<file path="src/rtl/cache_event_counter_bank_pkg.sv">
// Shared definitions for the cache performance-counter bank: comm_i bit positions,
// readout address map, read-select decoding and the words-per-channel helper.
package cache_event_counter_bank_pkg;

  localparam int RUN_BIT  = 24;
  localparam int SNAP_BIT = 25;
  localparam int CLR_BIT  = 26;

  localparam logic [11:0] ADDR_OVF_LO = 12'hF00;
  localparam logic [11:0] ADDR_OVF_HI = 12'hF01;
  localparam logic [11:0] ADDR_STATUS = 12'hFFE;
  localparam logic [11:0] ADDR_ID     = 12'hFFF;
  localparam int          ADDR_LIMIT  = 'hF00;

  typedef enum logic [2:0] {
    SEL_NONE,
    SEL_SHADOW,
    SEL_OVF_LO,
    SEL_OVF_HI,
    SEL_STATUS,
    SEL_ID
  } readSel_e;

  function automatic int wordsPerChannel(input int cntWidth);
    return (cntWidth + 31) / 32;
  endfunction

  // Shadow words occupy the bottom of the map; fixed registers live at the top.
  function automatic readSel_e decodeAddr(input logic [11:0] addr, input int nShadowWords);
    readSel_e sel;
    if (int'(addr) < nShadowWords) begin
      sel = SEL_SHADOW;
    end else begin
      case (addr)
        ADDR_OVF_LO: sel = SEL_OVF_LO;
        ADDR_OVF_HI: sel = SEL_OVF_HI;
        ADDR_STATUS: sel = SEL_STATUS;
        ADDR_ID:     sel = SEL_ID;
        default:     sel = SEL_NONE;
      endcase
    end
    return sel;
  endfunction

endpackage

</file>
<file path="src/rtl/cache_event_counter.sv">
// One event channel: edge history, live counter with sticky overflow, and the
// shadow register that captures the live value on a snapshot request.
module cache_event_counter
  import cache_event_counter_bank_pkg::*;
#(
  parameter int CNT_WIDTH = 64,
  parameter bit EDGE      = 1'b0,
  parameter bit SATURATE  = 1'b0
) (
  input  logic                 i_clock,
  input  logic                 i_reset,
  input  logic                 i_event,
  input  logic                 i_run,
  input  logic                 i_snap,
  input  logic                 i_clear,
  output logic [CNT_WIDTH-1:0] o_shadow,
  output logic                 o_ovf
);

  localparam logic [CNT_WIDTH-1:0] ONE = CNT_WIDTH'(1);

  logic                 r_prevEvent;
  logic [CNT_WIDTH-1:0] r_count;
  logic [CNT_WIDTH-1:0] r_shadow;
  logic                 r_ovf;
  logic                 w_inc;
  logic                 w_atMax;

  assign w_inc   = i_run & (EDGE ? (r_prevEvent & ~i_event) : i_event);
  assign w_atMax = &r_count;

  // Shadow samples the pre-increment, pre-clear value; clear wins over any event.
  always_ff @(posedge i_clock) begin
    if (i_reset) begin
      r_prevEvent <= 1'b0;
      r_count     <= '0;
      r_shadow    <= '0;
      r_ovf       <= 1'b0;
    end else begin
      r_prevEvent <= i_event;
      if (i_snap) begin
        r_shadow <= r_count;
      end
      if (i_clear) begin
        r_count <= '0;
        r_ovf   <= 1'b0;
      end else if (w_inc) begin
        if (w_atMax) begin
          r_ovf   <= 1'b1;
          r_count <= SATURATE ? r_count : '0;
        end else begin
          r_count <= r_count + ONE;
        end
      end
    end
  end

  assign o_shadow = r_shadow;
  assign o_ovf    = r_ovf;

endmodule

</file>
<file path="src/rtl/cache_event_counter_bank.sv">
// Generic cache performance-counter bank: per-channel counters with coherent
// snapshot shadows, read out word by word over the 32-bit comm path.
module cache_event_counter_bank
  import cache_event_counter_bank_pkg::*;
#(
  parameter int                  N_EVENTS  = 10,
  parameter int                  CNT_WIDTH = 64,
  parameter logic [N_EVENTS-1:0] EDGE_MASK = '0,
  parameter bit                  SATURATE  = 1'b0,
  parameter logic [31:0]         CACHE_ID  = 32'h0
) (
  input  logic                clock_i,
  input  logic                reset_i,
  input  logic [N_EVENTS-1:0] event_i,
  input  logic [31:0]         comm_i,
  output logic [31:0]         comm_o,
  output logic                snapshot_done_o,
  output logic                overflow_o
);

  localparam int W       = wordsPerChannel(CNT_WIDTH);
  localparam int N_WORDS = N_EVENTS * W;

  if (N_EVENTS < 1 || N_EVENTS > 64 || CNT_WIDTH < 1 || CNT_WIDTH > 128 ||
      N_WORDS >= ADDR_LIMIT) begin : g_paramCheck
    $error("cache_event_counter_bank: illegal N_EVENTS/CNT_WIDTH combination");
  end

  logic                r_prevSnap;
  logic                r_prevClear;
  logic [15:0]         r_snapCount;
  logic                r_snapDone;
  logic [31:0]         r_commO;
  logic                w_run;
  logic                w_snapReq;
  logic                w_clearReq;
  logic [N_EVENTS-1:0] w_ovf;
  logic [63:0]         w_ovfPad;
  logic [31:0]         w_shadowWords [N_WORDS];
  logic [31:0]         w_readData;
  readSel_e            w_sel;
  logic                w_unusedComm;

  assign w_run        = comm_i[RUN_BIT];
  assign w_snapReq    = comm_i[SNAP_BIT] & ~r_prevSnap;
  assign w_clearReq   = comm_i[CLR_BIT] & ~r_prevClear;
  assign w_unusedComm = ^{comm_i[31:27], comm_i[23:12]};

  for (genvar k = 0; k < N_EVENTS; k++) begin : g_chan
    logic [CNT_WIDTH-1:0] w_shadow;
    logic [W*32-1:0]      w_shadowPad;

    cache_event_counter #(
      .CNT_WIDTH (CNT_WIDTH),
      .EDGE      (EDGE_MASK[k]),
      .SATURATE  (SATURATE)
    ) u_counter (
      .i_clock  (clock_i),
      .i_reset  (reset_i),
      .i_event  (event_i[k]),
      .i_run    (w_run),
      .i_snap   (w_snapReq),
      .i_clear  (w_clearReq),
      .o_shadow (w_shadow),
      .o_ovf    (w_ovf[k])
    );

    always_comb begin
      w_shadowPad                = '0;
      w_shadowPad[CNT_WIDTH-1:0] = w_shadow;
    end

    for (genvar j = 0; j < W; j++) begin : g_word
      assign w_shadowWords[k*W+j] = w_shadowPad[j*32 +: 32];
    end
  end

  always_comb begin
    w_ovfPad                 = '0;
    w_ovfPad[N_EVENTS-1:0]   = w_ovf;
  end

  // Read data is decoded from the current shadows so a same-cycle snapshot returns old data.
  always_comb begin
    w_readData = '0;
    w_sel      = decodeAddr(comm_i[11:0], N_WORDS);
    case (w_sel)
      SEL_SHADOW: begin
        for (int i = 0; i < N_WORDS; i++) begin
          if (comm_i[11:0] == 12'(i)) begin
            w_readData = w_shadowWords[i];
          end
        end
      end
      SEL_OVF_LO: w_readData = w_ovfPad[31:0];
      SEL_OVF_HI: w_readData = w_ovfPad[63:32];
      SEL_STATUS: w_readData = {r_snapCount, 15'b0, w_run};
      SEL_ID:     w_readData = CACHE_ID;
      default:    w_readData = '0;
    endcase
  end

  always_ff @(posedge clock_i) begin
    if (reset_i) begin
      r_prevSnap  <= 1'b0;
      r_prevClear <= 1'b0;
      r_snapCount <= '0;
      r_snapDone  <= 1'b0;
      r_commO     <= '0;
    end else begin
      r_prevSnap  <= comm_i[SNAP_BIT];
      r_prevClear <= comm_i[CLR_BIT];
      if (w_snapReq) begin
        r_snapCount <= r_snapCount + 16'd1;
      end
      r_snapDone  <= w_snapReq;
      r_commO     <= w_readData;
    end
  end

  assign comm_o          = r_commO;
  assign snapshot_done_o = r_snapDone;
  assign overflow_o      = |w_ovf;

endmodule

</file>
<file path="config.mk">
export PLATFORM = sky130hd
export DESIGN_NAME = cache_event_counter_bank
export DESIGN_NICKNAME = d
export VERILOG_FILES = /design/src/rtl/cache_event_counter_bank_pkg.sv /design/src/rtl/cache_event_counter.sv /design/src/rtl/cache_event_counter_bank.sv
export SDC_FILE = /design/constraint.sdc
export NUM_CORES = 2
export LEC_CHECK = 0
export ABC_AREA = 1
export BUFFER_PORTS_ARGS = -buffer_cell sky130_fd_sc_hd__buf_2
export CAP_MARGIN = 10
export CORE_MARGIN = 4
export CORE_UTILIZATION = 30
export CTS_CLUSTER_SIZE = 30
export DETAILED_ROUTE_END_ITERATION = 6
export SLEW_MARGIN = 10
export SYNTH_ARGS = -nofsm -noshare
export SYNTH_HDL_FRONTEND = slang
export SYNTH_SLANG_ARGS = --single-unit
</file>
<file path="constraint.sdc">
create_clock -name clock_i -period 2.74 [get_ports clock_i]
set_input_delay 0.274 -clock clock_i [delete_from_list [all_inputs] [get_ports clock_i]]
set_output_delay 0.274 -clock clock_i [all_outputs]
set_load 0.03 [all_outputs]
</file>
==> key figures <==
Run status
  – Status: finished, violations left
  – Violated checks: setup timing

Layout
  – Fin area: 83400 um^2
  – NumNets Final: approximately 10000
  – Post-Layout Cell Count: around 13000
  – Fraction of final layout cells with drive strength greater than 1: between 20% and 30%
  – Filler instances: about 21000
  – Growth of design area from synthesis to finish: 32.1%

CTS
  – Register clock-pin slew on the reported worst setup and hold paths: about 0.06 ns
  – Clock latency on the worst-skew pair: around 0.84 ns
  – Root buffer selected by CTS: sky130_fd_sc_hd__clkbuf_16
  – Max H-tree Level: 4
  – Number of clock sinks seen by CTS: roughly 1300
  – Max Root-Sink Buffers: 3
  – Num CTS Buffers: between 100 and 150
  – CTS tree: yes

Timing
  – Count of final setup violators: about 140
  – Final Skew: 0.0479 ns
  – Final worst path period need: a little over 3 ns
  – Portion of the clock cycle consumed by the worst path in the final layout: 110%
  – Slew Viols, Final: 0
  – Final Hold Viols: 0
  – Unrepaired setup endpoints after global routing: yes
  – Slew at the pin closest to its max-slew limit: roughly 1.2 ns
  – Post-route worst setup slack: -0.279 ns
  – Peak clock frequency supported by timing: approximately 330 MHz
  – Tightest slew margin relative to the limit: approximately a fifth

Floorplan
  – Initial Util: a little under a third
  – Overall die height: ~470 um
  – Die area: about 220000 um^2
  – Core area: between 200000 and 250000 um^2
  – Number of placement rows: approximately 170
  – Width of the chip: ~470 um
  – Count of boundary I/O pins: 78

Yosys
  – Count of unique library cells instantiated by Yosys: 69
  – Proportion of register bits with asynchronous set or reset after synthesis: 0%
  – Leading register cell type out of synthesis: sky130_fd_sc_hd__dfxtp_1
  – Cell type contributing the most total cell area after synthesis: sky130_fd_sc_hd__dfxtp_1
  – Dominant cell by count in the synthesized netlist: sky130_fd_sc_hd__nand2_1
  – Synthesis Warnings: 0
  – Total standard cell area after synthesis: between 60000 and 70000 um^2
  – Synth top cells by count: sky130_fd_sc_hd__nand2_1, sky130_fd_sc_hd__dfxtp_1, sky130_fd_sc_hd__nor2_1
  – Share of synthesized area occupied by flip-flops and latches: around 43%
  – Most area-consuming cells after synthesis: sky130_fd_sc_hd__dfxtp_1, sky130_fd_sc_hd__nand2_1, sky130_fd_sc_hd__o21ai_0, sky130_fd_sc_hd__nor2_1, sky130_fd_sc_hd__a21oi_1
  – Avg Inst Size Synth: between 6 and 7 um^2
  – EDFF count, synth: 0
  – Syn_nets: 9098
  – Gate count of the mapped netlist: roughly 9000
  – Flops & latches, synth: 1341
  – Post-synth top area share: a little over two fifths

Global route
  – GRT Resource Usage Total: 22.4%
  – Largest net degree at the start of global routing: between 200 and 250
  – Wire length of the first global-routing pass: between 300000 and 400000 um
  – Initial antenna violation count: 14
  – Number of global-route vias before repair: a little over 60000
  – Overflow left after global routing: 0

Power and ir drop
  – Switching power as a share of total power: 25.1%
  – Leakage Power: between 30 and 40 nW
  – Relative contribution of combinational cells to total power: 4.9%
  – Share of power burned in the clock network: between 40% and 50%
  – Reg power frac: about 47%
  – Net Switching: 0.0112 W
  – Int Power: 0.0332 W
  – Pwr dens: about 530 nW/um^2
  – Peak supply drop: between 0.7 and 0.8 mV

Place
  – Routability cong.: 0.963
  – Worst slack at placement: -0.888 ns
  – Placed Area: ~72000 um^2
  – Total placed cells including tap cells: between 10000 and 15000
  – Total of buffers placed on input and output ports: 60
  – HPWL after detailed placement: about 190000 um

Setup path
  – Required time at the worst-slack endpoint: about 3.4 ns
  – WS Path Type: flip-flop to flip-flop
  – Kind of end point of the critical path: flip-flop
  – WP data arrival: about 3.7 ns
  – Critical Path Start Type: flip-flop
  – Critical Path Fanout Max: 3

Routing
  – Total DRC errors in the routed layout: 0
  – Drt wl/cell: around 20 um
  – Via density: between 5 and 6
  – Final wirelength: ~260000 um
  – Total iterations of the first detailed-routing run: 6
  – Number of DRC markers in iteration 0: around 7000
  – Number of vias after detailed routing: between 60000 and 70000
  – Residual antenna-violating net count after detailed routing: 0

Run
  – Max capacitance violation total: 0

Worst hold path
  – Classification of the worst-slack hold path: input pin to flip-flop
==> power groups by stage <==
stage / Sequential [W] / Combinational, W / Clock [W]
6_report: 0.0207 / 0.00215 / 0.0215
5_1_grt: 0.0207 / 0.00236 / 0.0226
4_1_cts: 0.0207 / 0.00199 / 0.0218
3_5_place_dp: 0.0211 / 0.00190 / 0
3_3_place_gp: 0.0211 / 0.00186 / 0
2_1_floorplan: 0.0207 / 0.00120 / 0
==> path summary, 6_finish.rpt <==
kind / from / end / slack (ns) / cells past startpoint
setup reg to reg: g_chan[2].u_counter.r_count[0]$_SDFFE_PP0P_ / g_chan[2].u_counter.r_count[60]$_SDFFE_PP0P_ / -0.28 / 19
hold reg to reg: g_chan[9].u_counter.r_count[34]$_SDFFE_PP0P_ / g_chan[9].u_counter.r_count[34]$_SDFFE_PP0P_ / 0.46 / 2
hold / removal: event_i[3] / g_chan[3].u_counter.r_count[0]$_SDFFE_PP0P_ / 0.06 / 5
setup / recovery: g_chan[2].u_counter.r_count[0]$_SDFFE_PP0P_ / g_chan[2].u_counter.r_count[60]$_SDFFE_PP0P_ / -0.28 / 19
==> worst max-delay path, cell delays in order, from the launching register on <==
cell and delay [ns]:
sky130_fd_sc_hd__dfxtp_4 0.36, sky130_fd_sc_hd__ha_4 0.13, sky130_fd_sc_hd__inv_2 0.04, sky130_fd_sc_hd__nor3_2 0.18, sky130_fd_sc_hd__inv_2 0.08, sky130_fd_sc_hd__nor2_4 0.11, sky130_fd_sc_hd__nand2_2 0.08, sky130_fd_sc_hd__nor2_4 0.13
sky130_fd_sc_hd__nand3_4 0.12, sky130_fd_sc_hd__nor2_4 0.13, sky130_fd_sc_hd__nand2_4 0.07, sky130_fd_sc_hd__or3_4 0.36, sky130_fd_sc_hd__nor4_4 0.24, sky130_fd_sc_hd__nand2_2 0.13, sky130_fd_sc_hd__nor4_4 0.20, sky130_fd_sc_hd__nand2_1 0.12
sky130_fd_sc_hd__nor2_2 0.15, sky130_fd_sc_hd__nand2_1 0.09, sky130_fd_sc_hd__o21ai_1 0.13, sky130_fd_sc_hd__a21oi_1 0.05
==> per-layer routing <==
layer	track usage (%)	up-vias	share of wire, %
met2	33.5	2446	43
met5	0	-	0
li1	-	31800	-
met3	3.21	431	7.5
met1	32.9	31700	46
met4	6.98	0	3.5
==> cell usage in the layout (no fill, tap or decap), types with 89 or more instances in the layout <==
cell type	instances
sky130_fd_sc_hd__clkbuf_16	157
sky130_fd_sc_hd__nor2_2	89
sky130_fd_sc_hd__nor3_1	408
sky130_fd_sc_hd__nand2_1	1281
sky130_fd_sc_hd__inv_1	1024
sky130_fd_sc_hd__dfxtp_1	1311
sky130_fd_sc_hd__nand4_1	155
sky130_fd_sc_hd__nor2_1	1066
sky130_fd_sc_hd__buf_4	934
sky130_fd_sc_hd__nor4_1	139
sky130_fd_sc_hd__o21ai_0	895
sky130_fd_sc_hd__xor2_1	181
sky130_fd_sc_hd__nor2_4	101
sky130_fd_sc_hd__a21oi_1	817
sky130_fd_sc_hd__nand3_1	347
==> cell families after synthesis <==
kind of cell | Yosys count | share of synthesized area (%)
fa+ha+maj | 11 | 0.218
flops | 1341 | 42.5
xor+xnor | 203 | 2.82
buf+inv | 1499 | 9.04
compound gates | 1957 | 16.2
simple gates | 4032 | 29.2
==> flip-flops by register name, indices dropped and copies added, names as in the netlist <==
register and flops:
comm_o 32, g_chan.u_counter.o_ovf 10, g_chan.u_counter.o_shadow 640, g_chan.u_counter.r_count 640, r_prevClear 1, r_prevSnap 1
r_snapCount 16, snapshot_done_o 1
==> stage by stage <==
| stage | hold slack [ns] | TNS, ns | total power [W] | util [%] |
|---|---|---|---|---|
| after detailed placement | 0.450 | -131.03 | 0.0230 | 34.6 |
| after floorplan | 0.399 | -0.0427 | 0.0219 | - |
| final | 0.0560 | -11.49 | 0.0444 | 39.8 |
| after global placement | 0.445 | -125.87 | 0.0230 | 34.6 |
| after CTS | 0.00584 | -9.58 | 0.0445 | 38.4 |
| after global routing | 0.0863 | -45.24 | 0.0457 | 39.8 |
==> layout make-up <==
| cell class | instances | area (um^2) | area share [%] |
|---|---|---|---|
| Clock inverter | 69 | 978 | 1.17 |
| Multi-Input combinational cell | 6203 | 33500 | 40.2 |
| Timing Repair Buffer | 1164 | 9960 | 11.9 |
| Antenna cell | 2 | 5.00 | 0.00600 |
| Inverter | 1110 | 4220 | 5.06 |
| Clock buffer | 207 | 4310 | 5.16 |
| Tap cell | 2805 | 3510 | 4.21 |
| Sequential cell | 1341 | 26900 | 32.3 |
==> what timing repair did <==
item	CTS	global route
cloned	3	11
buffers inserted	189	105
gates resized for setup	272	583
setup endpoints to repair	354	468
hold buffers	12	0
hold endpoints to repair	31	0
pin swaps	71	187
Note: power is estimated with default switching activity, not from simulation.
